`src/rtl/keypad_pkg.sv`:
```
// Shared types and constants for the 4x4 matrix keypad scanner.
// Snapshot bit index is col*4 + row; key codes are row*4 + col.
package keypad_pkg;

  localparam int unsigned N_COL  = 4;
  localparam int unsigned N_ROW  = 4;
  localparam int unsigned KEY_W  = 4;
  localparam int unsigned SNAP_W = N_COL * N_ROW;

  typedef enum logic [1:0] {
    CLS_NONE,
    CLS_KEY,
    CLS_MULTI
  } cls_e;

  typedef enum logic {
    ST_IDLE,
    ST_PRESSED
  } state_e;

  // Snapshot is stored column-major, key codes are row-major.
  function automatic logic [KEY_W-1:0] bit_to_key(input logic [3:0] idx);
    return {idx[1:0], idx[3:2]};
  endfunction

endpackage

```
`src/rtl/scan_tick.sv`:
```
// Free-running step counter: one-clk step pulse every SCAN_DIV cycles.
module scan_tick #(
  parameter int unsigned SCAN_DIV = 5000
) (
  input  logic clk,
  input  logic rst_n,
  output logic step
);

  localparam int unsigned CW = (SCAN_DIV > 1) ? $clog2(SCAN_DIV) : 1;

  logic [CW-1:0] cnt_q, cnt_d;

  assign step = (cnt_q == CW'(SCAN_DIV - 1));

  always_comb begin
    cnt_d = cnt_q + CW'(1);
    if (step) begin
      cnt_d = '0;
    end
  end

  always_ff @(posedge clk or negedge rst_n) begin
    if (!rst_n) begin
      cnt_q <= '0;
    end else begin
      cnt_q <= cnt_d;
    end
  end

endmodule

```
`src/rtl/keypad_scan.sv`:
```
// 4x4 matrix keypad scanner: column drive, row sampling, scan classification,
// debounce and press/release event generation.
module keypad_scan
  import keypad_pkg::*;
#(
  parameter int unsigned SCAN_DIV  = 5000,
  parameter int unsigned DEB_SCANS = 4
) (
  input  logic             clk,
  input  logic             rst_n,
  output logic [N_COL-1:0] o_col,
  input  logic [N_ROW-1:0] i_row,
  output logic [KEY_W-1:0] o_key_code,
  output logic             o_key_valid,
  output logic             o_key_held,
  output logic             o_key_release
);

  localparam logic [3:0] DEB = 4'(DEB_SCANS);

  logic step;

  scan_tick #(
    .SCAN_DIV(SCAN_DIV)
  ) u_scan_tick (
    .clk  (clk),
    .rst_n(rst_n),
    .step (step)
  );

  // Rows idle high (pull-ups), so the synchronizer resets to all ones.
  logic [N_ROW-1:0] row_meta_q, row_sync_q;

  always_ff @(posedge clk or negedge rst_n) begin
    if (!rst_n) begin
      row_meta_q <= '1;
      row_sync_q <= '1;
    end else begin
      row_meta_q <= i_row;
      row_sync_q <= row_meta_q;
    end
  end

  logic [1:0]        col_q, col_d;
  logic [SNAP_W-1:0] snap_q, snap_d;
  logic              scan_end;

  assign scan_end = step && (col_q == 2'd3);
  assign o_col    = ~(4'b0001 << col_q);

  always_comb begin
    snap_d = snap_q;
    col_d  = col_q;
    if (step) begin
      snap_d[{col_q, 2'b00} +: 4] = ~row_sync_q;
      col_d                       = col_q + 2'd1;
    end
  end

  // Classify the snapshot including the column sampled on this step edge.
  logic [1:0]       ones;
  logic [3:0]       hit_idx;
  cls_e             cls;
  logic [KEY_W-1:0] scan_key;

  always_comb begin
    ones    = 2'd0;
    hit_idx = 4'd0;
    for (int i = 0; i < SNAP_W; i++) begin
      if (snap_d[i]) begin
        if (ones != 2'd2) begin
          ones = ones + 2'd1;
        end
        hit_idx = 4'(i);
      end
    end
    unique case (ones)
      2'd0:    cls = CLS_NONE;
      2'd1:    cls = CLS_KEY;
      default: cls = CLS_MULTI;
    endcase
    scan_key = bit_to_key(hit_idx);
  end

  cls_e             prev_cls_q, prev_cls_d;
  logic [KEY_W-1:0] prev_key_q, prev_key_d;
  logic [3:0]       stable_q, stable_d;
  logic             same_cls;
  logic             reached;

  always_comb begin
    same_cls   = (cls == prev_cls_q) && ((cls != CLS_KEY) || (scan_key == prev_key_q));
    prev_cls_d = prev_cls_q;
    prev_key_d = prev_key_q;
    stable_d   = stable_q;
    reached    = 1'b0;
    if (scan_end) begin
      prev_cls_d = cls;
      prev_key_d = scan_key;
      if (!same_cls) begin
        stable_d = 4'd1;
      end else if (stable_q != DEB) begin
        stable_d = stable_q + 4'd1;
      end
      // A saturated run must not re-fire; a fresh run always may.
      reached = (stable_d == DEB) && (!same_cls || (stable_q != DEB));
    end
  end

  state_e           state_q, state_d;
  logic [KEY_W-1:0] code_q, code_d;
  logic             valid_q, valid_d;
  logic             release_q, release_d;
  logic             held_q, held_d;

  always_comb begin
    state_d   = state_q;
    code_d    = code_q;
    valid_d   = 1'b0;
    release_d = 1'b0;
    held_d    = held_q;
    unique case (state_q)
      ST_IDLE: begin
        if (reached && (cls == CLS_KEY)) begin
          state_d = ST_PRESSED;
          code_d  = scan_key;
          valid_d = 1'b1;
          held_d  = 1'b1;
        end
      end
      ST_PRESSED: begin
        if (reached && (cls == CLS_NONE)) begin
          state_d   = ST_IDLE;
          release_d = 1'b1;
          held_d    = 1'b0;
        end else if (reached && (cls == CLS_KEY) && (scan_key != code_q)) begin
          code_d  = scan_key;
          valid_d = 1'b1;
        end
      end
      default: begin
        state_d = ST_IDLE;
        held_d  = 1'b0;
      end
    endcase
  end

  always_ff @(posedge clk or negedge rst_n) begin
    if (!rst_n) begin
      col_q      <= 2'd0;
      snap_q     <= '0;
      prev_cls_q <= CLS_NONE;
      prev_key_q <= '0;
      stable_q   <= 4'd0;
      state_q    <= ST_IDLE;
      code_q     <= '0;
      valid_q    <= 1'b0;
      release_q  <= 1'b0;
      held_q     <= 1'b0;
    end else begin
      col_q      <= col_d;
      snap_q     <= snap_d;
      prev_cls_q <= prev_cls_d;
      prev_key_q <= prev_key_d;
      stable_q   <= stable_d;
      state_q    <= state_d;
      code_q     <= code_d;
      valid_q    <= valid_d;
      release_q  <= release_d;
      held_q     <= held_d;
    end
  end

  assign o_key_code    = code_q;
  assign o_key_valid   = valid_q;
  assign o_key_held    = held_q;
  assign o_key_release = release_q;

endmodule

```
`config.mk`:
```
export PLATFORM = sky130hd
export DESIGN_NAME = keypad_scan
export DESIGN_NICKNAME = d
export VERILOG_FILES = /design/src/rtl/keypad_pkg.sv /design/src/rtl/scan_tick.sv /design/src/rtl/keypad_scan.sv
export SDC_FILE = /design/constraint.sdc
export NUM_CORES = 1
export LEC_CHECK = 0
export CORE_MARGIN = 3
export CORE_UTILIZATION = 56
export DETAILED_ROUTE_END_ITERATION = 16
export PLACE_DENSITY = 0.77
export SYNTH_ARGS = -nofsm -noshare
export SYNTH_HDL_FRONTEND = slang
export SYNTH_SLANG_ARGS = --single-unit
```
`constraint.sdc`:
```
create_clock -name clk -period 8.1 [get_ports clk]
set_input_delay 2.43 -clock clk [delete_from_list [all_inputs] [get_ports clk]]
set_output_delay 2.43 -clock clk [all_outputs]
set_load 0.01 [all_outputs]
```
==> out/results.txt, run 1 <==
The run finished with clean final reports. The number of enable flip-flop cells after synthesis works out to 0. The overall power was 573 uW. Entering global routing, the biggest net connects 58 pins.

Dividing total power by cell area gives a power density of 101 nW/um^2. After synthesis, the netlist uses 93 different library cells. After clock tree synthesis, the flow added hold-fix buffers numbering 0. TritonCTS built the clock tree. The H-tree was split into 3 levels. In this run the cell area of the synthesized design comes to 4610 um^2. The tools report the number of hold violations in the final report as 0. The library cells used most frequently in the layout, excluding fill and tap cells, are sky130_fd_sc_hd__nand2_1 (57), sky130_fd_sc_hd__dfrtp_1 (49), sky130_fd_sc_hd__nor2_1 (37). The wire-length estimate of the detail-placed layout is 8020 um.

The run gives 12100 um as the post-detailed-routing wire length. The leftover overflow at the end of global routing came out at 0. The routed length per instance is 18.1 um. The post-place instance area was 4810 um^2; the count of buffers inserted at the top-level ports was 16. Sequential element share of the synthesized area: 31.1%. The worst hold path passes through 0 cells. The floorplan step defined a core boundary enclosing 7850 um^2. The floorplan step defined a die boundary enclosing 9360 um^2.

The portion of total power attributed to the clock network was 47.2%; the number of buffers created by CTS was 9. Clock tree synthesis selected as its root buffer the cell sky130_fd_sc_hd__clkbuf_8. The finished layout holds 668 standard cells, fillers aside. Across all layers, the routed design uses 4313 vias.

In this run the vertical extent of the chip is 96.8 um. The maximum fanout count along the critical path was 7; the post-placement cell count was 624. At the end of routability-driven placement, the weighted congestion stood at 0.862. The logs give 3935 for the via count of the first global-routing pass and 0 for the count of unresolved DRC violations after routing.

The worst setup path is of the register to register kind. For this design, the sink count on the clock tree is 57. The logs give 0 for the number of max-cap violations and 0 for the count of nets left with antenna violations after detail routing.

After layout, the worst setup slack is 0.0636 ns. The worst setup path is captured at a register. Clock-pin transition on the worst setup and hold timing paths: 0.07 ns. For this design the total switching power over the nets is 140 uW. For the worst clock skew on the final layout, the log shows 0.00645 ns. The repair_antennas step left the layout with diodes totalling 0. Row generation in the floorplan step produced 32 rows.

The largest individual stage delay along the critical path comes from the cell sky130_fd_sc_hd__nor4_2. The initial antenna violation count is 0. The via density per instance was 6.46; the synthesized area per cell was 8.82 um^2.

The first global-routing pass estimated 18500 um of wire. The analysis attributes to cell leakage a power of 0.00236 uW. Net switching is 24.5% of the power.

After synthesis, the cell types taking the most area are sky130_fd_sc_hd__dfrtp_1 (27%), sky130_fd_sc_hd__nand2_1 (5.0%), sky130_fd_sc_hd__dfstp_2 (4.6%). The floorplan step set the die width to 96.8 um. The layout has 566 filler cells. The endpoint of the most critical setup path is o_key_code[1].

The startpoint identified for the worst register-to-register timing path is u_scan_tick.cnt_q[0]. The worst hold path belongs to the class register to register. The critical path launch point was u_scan_tick.cnt_q[0].

Measured in cells, the most critical reg-to-reg path has a length of 33. The first TritonRoute pass finished after 5 iterations. The library cell used most frequently in the layout, excluding fill and tap cells, is sky130_fd_sc_hd__nand2_1. The area share of the largest cell type after synthesis is 26.6%. Counting flops with an async set or reset pin after synthesis yields a share of 100%. The logs give 257 for the violation count after the first detailed-routing iteration and 2 for the buffer depth of the longest clock path. Primary flip-flop cell chosen by synthesis mapping: sky130_fd_sc_hd__dfrtp_1.

The worst-case IR drop observed on VDD is 0.0000624 V. The total negative slack came out at 0 ns. The synthesis-to-finish area growth was 23.6%; the post-place setup slack was -0.0541 ns. At the end of the flow, the number of nets in the layout was 579. The initial utilization of the core area, before any placement, comes to 58.8%. The worst setup path is launched from a register.

Of the cells placed in the final design, the portion with a size suffix greater than 1 is 28.4%. The transition at the pin with the smallest max-transition slack was 1.05 ns. The tools report the clock latency on the worst-skew pair as 0.35 ns. Final critical delay including setup and external delays: 8.04 ns.

Summing all non-filler instances in the final layout gives an area of 5700 um^2. The multi-input combinational cells in the finished layout cover a total of 3420 um^2. The gate count after technology mapping was 523; the global router's overall resource usage was 23.7%. At the worst endpoint, the arrival time is 8.27 ns. For this design the top-level I/O count stands at 17. The tools report the reg-to-reg critical path endpoint as o_key_code[1]. The logs give 0.06 ns for the minimum setup slack among reg-to-reg paths and 50.8% for the sequential cell fraction of total power. The run gives 0 as the final count of pins violating max slew. In this run the tightest slew margin relative to its limit is 28.0%.

The synthesized flop and latch total came out at 57. The biggest area contributor in the post-synthesis netlist is sky130_fd_sc_hd__dfrtp_1. The final critical path takes up 99.2% of the cycle. The worst endpoint required time came out at 8.33 ns. On the worst path, the slowest cell contributes a delay of 0.49 ns. Combinational cells account for 2.0% of the total power. Summing all flip-flop and latch instances after layout gives 1440 um^2. The number of warnings issued by yosys was 0; the total setup violations reported at the end of the flow was 0. Post-synthesis net count: 541. The internal portion of the total power is 433 uW. Timing would allow up to 124 MHz.
[sequential cells by signal, summed over array words and instances, names as in the netlist]
name	flops
snap_q	16
u_scan_tick.cnt_q	13
o_key_code	4
prev_key_q	4
row_meta_q	4
row_sync_q	4
stable_q	4
col_q	2
prev_cls_q	2
o_key_held	1
o_key_release	1
o_key_valid	1
state_q	1
[layout make-up]
type / count / area share [%]
well taps: 102 / 2.24
clock buffers: 9 / 2.17
flip-flops and latches: 57 / 25.2
clock inverters: 7 / 1.25
inverters: 30 / 1.98
repair buffers: 47 / 7.09
multi-input cells: 416 / 60.1
[worst max-delay path, delay by kind of cell (launching register included)]
family / cells / cell delay [ns]
DFF: 1 / 0.42
xor gates and xnor gates: 3 / 0.44
AOI/OAI and AO/OA: 13 / 2.74
buffers and inverters: 1 / 0.16
and+or+nand+nor: 12 / 2.94
muxes: 1 / 0.32
adders and majority gates: 3 / 0.88
[cells by family (layout without fill, tap and decap cells)]
| logic type | after synthesis | after routing | synth area share (%) |
|---|---|---|---|
| XOR/XNOR | 33 | 33 | 6.83 |
| AND/OR/NAND/NOR | 194 | 194 | 22.5 |
| AO/OA/AOI/OAI | 160 | 160 | 27.4 |
| flip-flops | 57 | 57 | 31.1 |
| adder cells (fa/ha/maj) | 12 | 12 | 3.25 |
| buffers and inverters | 50 | 93 | 4.77 |
| multiplexers | 17 | 17 | 4.07 |
[power groups by stage]
stage | sequential [uW] | combinational [uW] | clock [uW]
finish | 291 | 11.2 | 271
global route | 291 | 12.7 | 289
CTS | 291 | 11.5 | 274
detailed placement | 296 | 11.4 | 0
global placement | 296 | 11.3 | 0
floorplan | 295 | 3.18 | 0
[worst min-delay path by stage]
stage | start | end | slack (ns)
after floorplan | row_meta_q[0] | row_sync_q[0] | 0.35
after global routing | row_meta_q[3] | row_sync_q[3] | 0.36
after global placement | row_meta_q[3] | row_sync_q[3] | 0.35
after CTS | row_meta_q[3] | row_sync_q[3] | 0.36
after detailed placement | row_meta_q[3] | row_sync_q[3] | 0.35
final | row_meta_q[3] | row_sync_q[3] | 0.36
[metal layers]
| metal | vias up | global-route usage (%) | share of wire [%] |
|---|---|---|---|
| met4 | 0 | 7.99 | 2.2 |
| li1 | 2033 | - | - |
| met5 | - | 0 | 0 |
| met2 | 147 | 39.5 | 51 |
| met1 | 2101 | 30.9 | 42 |
| met3 | 32 | 4.33 | 4.7 |
[what timing repair did]
item / 4_1_cts / 5_1_grt
setup buffers: 0 / 29
pin swaps: 0 / 48
endpoints found under the setup margin: 8 / 14
gates resized for setup: 2 / 86
[metrics by stage]
| stage | utilization, % | hold WS [ns] |
|---|---|---|
| floorplan | - | 0.345 |
| global placement | 61.3 | 0.345 |
| detailed placement | 61.3 | 0.347 |
| CTS | 63.8 | 0.355 |
| global route | 72.6 | 0.358 |
| finish | 72.6 | 0.357 |
[synth_stat cells, drive strengths merged (3+ instances only)]
master and n:
clkinv 3, nor4 4, a22o 3, xnor2 21, o211ai 12, nand3 25, nor3 16, a21o 6
dfstp 8, a21oi 27, mux2 4, a221oi 3, o31ai 7, a311o 3, a2111oi 3, or3 6
o21ai 27, ha 12, nand4 5, nand2 62, o21a 7, and3 7, nor2b 3, dfrtp 49
nor4b 3, a311oi 3, nor3b 3, o31a 12, o22ai 5, xor2 12, nor2 39, a211oi 8
and4bb 4, a2bb2oi 3, a31oi 7, clkbuf 14, mux2i 13, buf 6, inv 27, nand2b 4
No activity file was read; power rests on OpenSTA's default activity.
==> run 2: changes to the inputs <==
CAP_MARGIN = 20   (was default)
SKIP_CTS_REPAIR_TIMING = 1   (was default)
==> results of run 2 <==
Final layout, timing and power as in run 1 (identical DEF).
==> run 3: changes to the inputs <==
CORE_UTILIZATION = 33   (was 56)
PLACE_DENSITY = default   (was 0.77)
==> out/results.txt, run 3 (synthesis results as in run 1) <==
The top achievable clock speed came out at 128 MHz (was 124 MHz). The maximum ir drop on the vdd rail was 0.000132 V (was 0.0000624 V). The routed length per instance was 15.7 um (was 18.1 um). The worst hold path cell count was 0 (unchanged).

The post-place instance area is 4910 um^2 (was 4810 um^2). The final critical delay including setup and external delays was 7.80 ns (was 8.04 ns). The total setup violations reported at the end of the flow came out at 0 (unchanged). The weighted congestion at the end of routability-driven global placement was 0.888 (was 0.862). The synthesis-to-finish area growth works out to 19.3% (was 23.6%). The run finished with clean final reports. For the count of unresolved DRC violations after routing, the log shows 0 (unchanged). The hold path startpoint is row_meta_q[3] (unchanged). Total via count after detailed routing: 4144 (was 4313).

The tools report the reg-to-reg critical path startpoint as u_scan_tick.cnt_q[0] (unchanged). The area taken by flip-flops and latches is 1440 um^2 (unchanged), and the post-route cell area is 5500 um^2 (was 5700 um^2). Highest-count cells in the layout ignoring fill and taps: sky130_fd_sc_hd__nand2_1 (62), sky130_fd_sc_hd__dfrtp_1 (49), sky130_fd_sc_hd__nor2_1 (38) (was sky130_fd_sc_hd__nand2_1 (57), sky130_fd_sc_hd__dfrtp_1 (49), sky130_fd_sc_hd__nor2_1 (37)).

The power density over the cells was 130 nW/um^2 (was 101 nW/um^2); the HPWL after detailed placement was 8200 um (was 8020 um). TritonCTS sink count: 57 (unchanged). Reg-to-reg critical path endpoint: o_key_code[1] (unchanged). Clock-pin transition on the worst setup and hold timing paths: 0.05 ns (was 0.07 ns). The largest net degree at the start of global routing is 44 (was 58).

The worst endpoint data arrival time came out at 8.01 ns (was 8.27 ns). The area of the multi-input gates was 3160 um^2 (was 3420 um^2). The tools report the number of max-cap violations as 0 (unchanged).

The full die area was 15400 um^2 (was 9360 um^2); the via density per instance was 5.72 (was 6.46). The count of fill cells added during filler insertion was 1340 (was 566). The overall power was 713 uW (was 573 uW). The root cell of the clock tree is sky130_fd_sc_hd__clkbuf_16 (was sky130_fd_sc_hd__clkbuf_8). The tools report the standard cell core area as 13500 um^2 (was 7850 um^2).

Category of the worst setup path capture point: a register (unchanged). The number of buffers created by CTS is 9 (unchanged). The maximum fanout count along the critical path was 8 (was 7).

The tools report the via count of the first global-routing pass as 3882 (was 3935). Core occupancy in the finished layout: 40.9% (was 72.6%). The effective utilization at floorplan was 34.3% (was 58.8%); the transition at the pin with the smallest max-transition slack was 0.723 ns (was 1.05 ns).

The initial antenna violation count is 0 (unchanged), and the leftover overflow at the end of global routing is 0 (unchanged). The static power due to leakage was 0.00231 uW (was 0.00236 uW); the first-pass iteration count of the detailed router was 4 (was 5). The standard cell with the maximum stage delay on the critical path was sky130_fd_sc_hd__o41ai_2 (was sky130_fd_sc_hd__nor4_2). The tools report the category of the worst setup path launch point as a register (unchanged). The final count of pins violating max slew was 0 (unchanged). The horizontal die dimension is 124 um (was 96.8 um), and the count of nets left with antenna violations after detail routing is 0 (unchanged). The type of the setup path with the least slack was register to register (unchanged). The count of buffers inserted at the top-level ports was 16 (unchanged).

The tools report the capture endpoint of the worst hold path as row_sync_q[3] (unchanged). The tools report the buffer depth of the longest clock path as 2 (unchanged). The height of the chip was 124 um (was 96.8 um). Most common cell after layout, fill and taps aside: sky130_fd_sc_hd__nand2_1 (unchanged).

Biggest registers after layout: snap_q x16, u_scan_tick.cnt_q x13 (unchanged). TritonCTS built the clock tree. The post-placement cell count is 699 (was 624), and the share of final-layout standard cells stronger than drive strength 1 is 19.5% (was 28.4%). The H-tree level count is 3 (unchanged). The worst hold slack was 0.356 ns (was 0.357 ns). The tools report the worst endpoint required time as 8.31 ns (was 8.33 ns). The relative slew slack is 51.4% (was 28.0%). Register ranked first by flip-flop count: snap_q (unchanged).

The worst clock skew on the final layout is 0.00708 ns (was 0.00645 ns), and the global router's overall resource usage is 14.3% (was 23.7%). The run gives 11400 um (was 12100 um) as the post-detailed-routing wire length. Fraction of the cycle the final worst path needs: 96.3% (was 99.2%).

The number of hold violations in the final report was 0 (unchanged); the first-pass GRT wire length was 18900 um (was 18500 um). The number of top-level design ports was 17 (unchanged); the count of standard-cell rows was 42 (was 32). The logs give 725 (was 668) for the post-route non-filler standard cell count and 0 (unchanged) for the antenna diode count.

Worst stage delay on the critical path: 0.44 ns (was 0.49 ns). The net count reported at finish was 562 (was 579). Worst min-delay path category: register to register (unchanged). The depth of the worst register-to-register path is 32 (was 33), and the number of flip-flops under the largest register name is 16 (unchanged).

The clock latency on the worst-skew pair came out at 0.33 ns (was 0.35 ns). For the minimum setup slack among reg-to-reg paths, the log shows 0.30 ns (was 0.06 ns). The tools report the violation count after the first detailed-routing iteration as 216 (was 257).
## run 3: cell types whose count changed in the layout (fill, tap and decap cells not counted), moves of 5 or more
cell / delta
sky130_fd_sc_hd__nor3_1: +5
sky130_fd_sc_hd__nand2_2: -5
sky130_fd_sc_hd__nand2_1: +5
sky130_fd_sc_hd__buf_4: -16
sky130_fd_sc_hd__clkbuf_8: -8
sky130_fd_sc_hd__clkbuf_16: +9
## run 3: worst max-delay path: cells and delay by family (launching register included)
family,cells,cell delay (ns)
muxes,3,0.61
DFF,1,0.43
xor gates and xnor gates,1,0.20
and+or+nand+nor,11,2.16
adders and majority gates,3,0.85
AOI/OAI and AO/OA,14,3.42
## run 3: final cells by class
class                           instances  share of cell area, %
Clock buffer                           11                   4.41
Clock inverter                          5                   1.43
Inverter                               30                   2.05
Multi-Input combinational cell        417                   57.4
Sequential cell                        57                   26.1
Tap cell                              176                   4.00
Timing Repair Buffer                   29                   4.59
## run 3: worst max-delay path by stage
| stage | from | endpoint | slack, ns | cells past startpoint |
|---|---|---|---|---|
| 3_5_place_dp | u_scan_tick.cnt_q[0] | o_key_code[1] | -0.05 | 33 |
| 3_3_place_gp | u_scan_tick.cnt_q[0] | o_key_code[1] | 0.30 | 33 |
| 2_1_floorplan | col_q[0] | o_key_code[1] | 0.50 | 36 |
| 6_report | u_scan_tick.cnt_q[0] | o_key_code[1] | 0.30 | 32 |
| 5_1_grt | u_scan_tick.cnt_q[0] | o_key_code[1] | -0.10 | 34 |
| 4_1_cts | u_scan_tick.cnt_q[0] | o_key_code[1] | -0.06 | 33 |
## run 3: layer usage
| layer | vias up | share of wire (%) | global-route usage [%] |
|---|---|---|---|
| li1 | 1998 | - | - |
| met1 | 2027 | 47 | 19.6 |
| met2 | 102 | 48 | 22.7 |
| met3 | 17 | 4.2 | 2.75 |
| met4 | 0 | 1.4 | 4.77 |
| met5 | - | 0 | 0 |
## run 3: where the power goes
part / switching (uW) / total [uW] / internal (uW)
clock network: 133 / 410 / 277
registers: 3.04 / 292 / 289
logic: 7.56 / 11.0 / 3.41
total: 144 / 713 / 569
## run 3: metrics by stage
stage | setup TNS, ns | worst slack [ns]
final | 0 | 0.301
after global routing | -0.601 | -0.105
after CTS | -0.218 | -0.0626
after detailed placement | -0.132 | -0.0455
after global placement | 0 | 0.301
after floorplan | 0 | 0.501
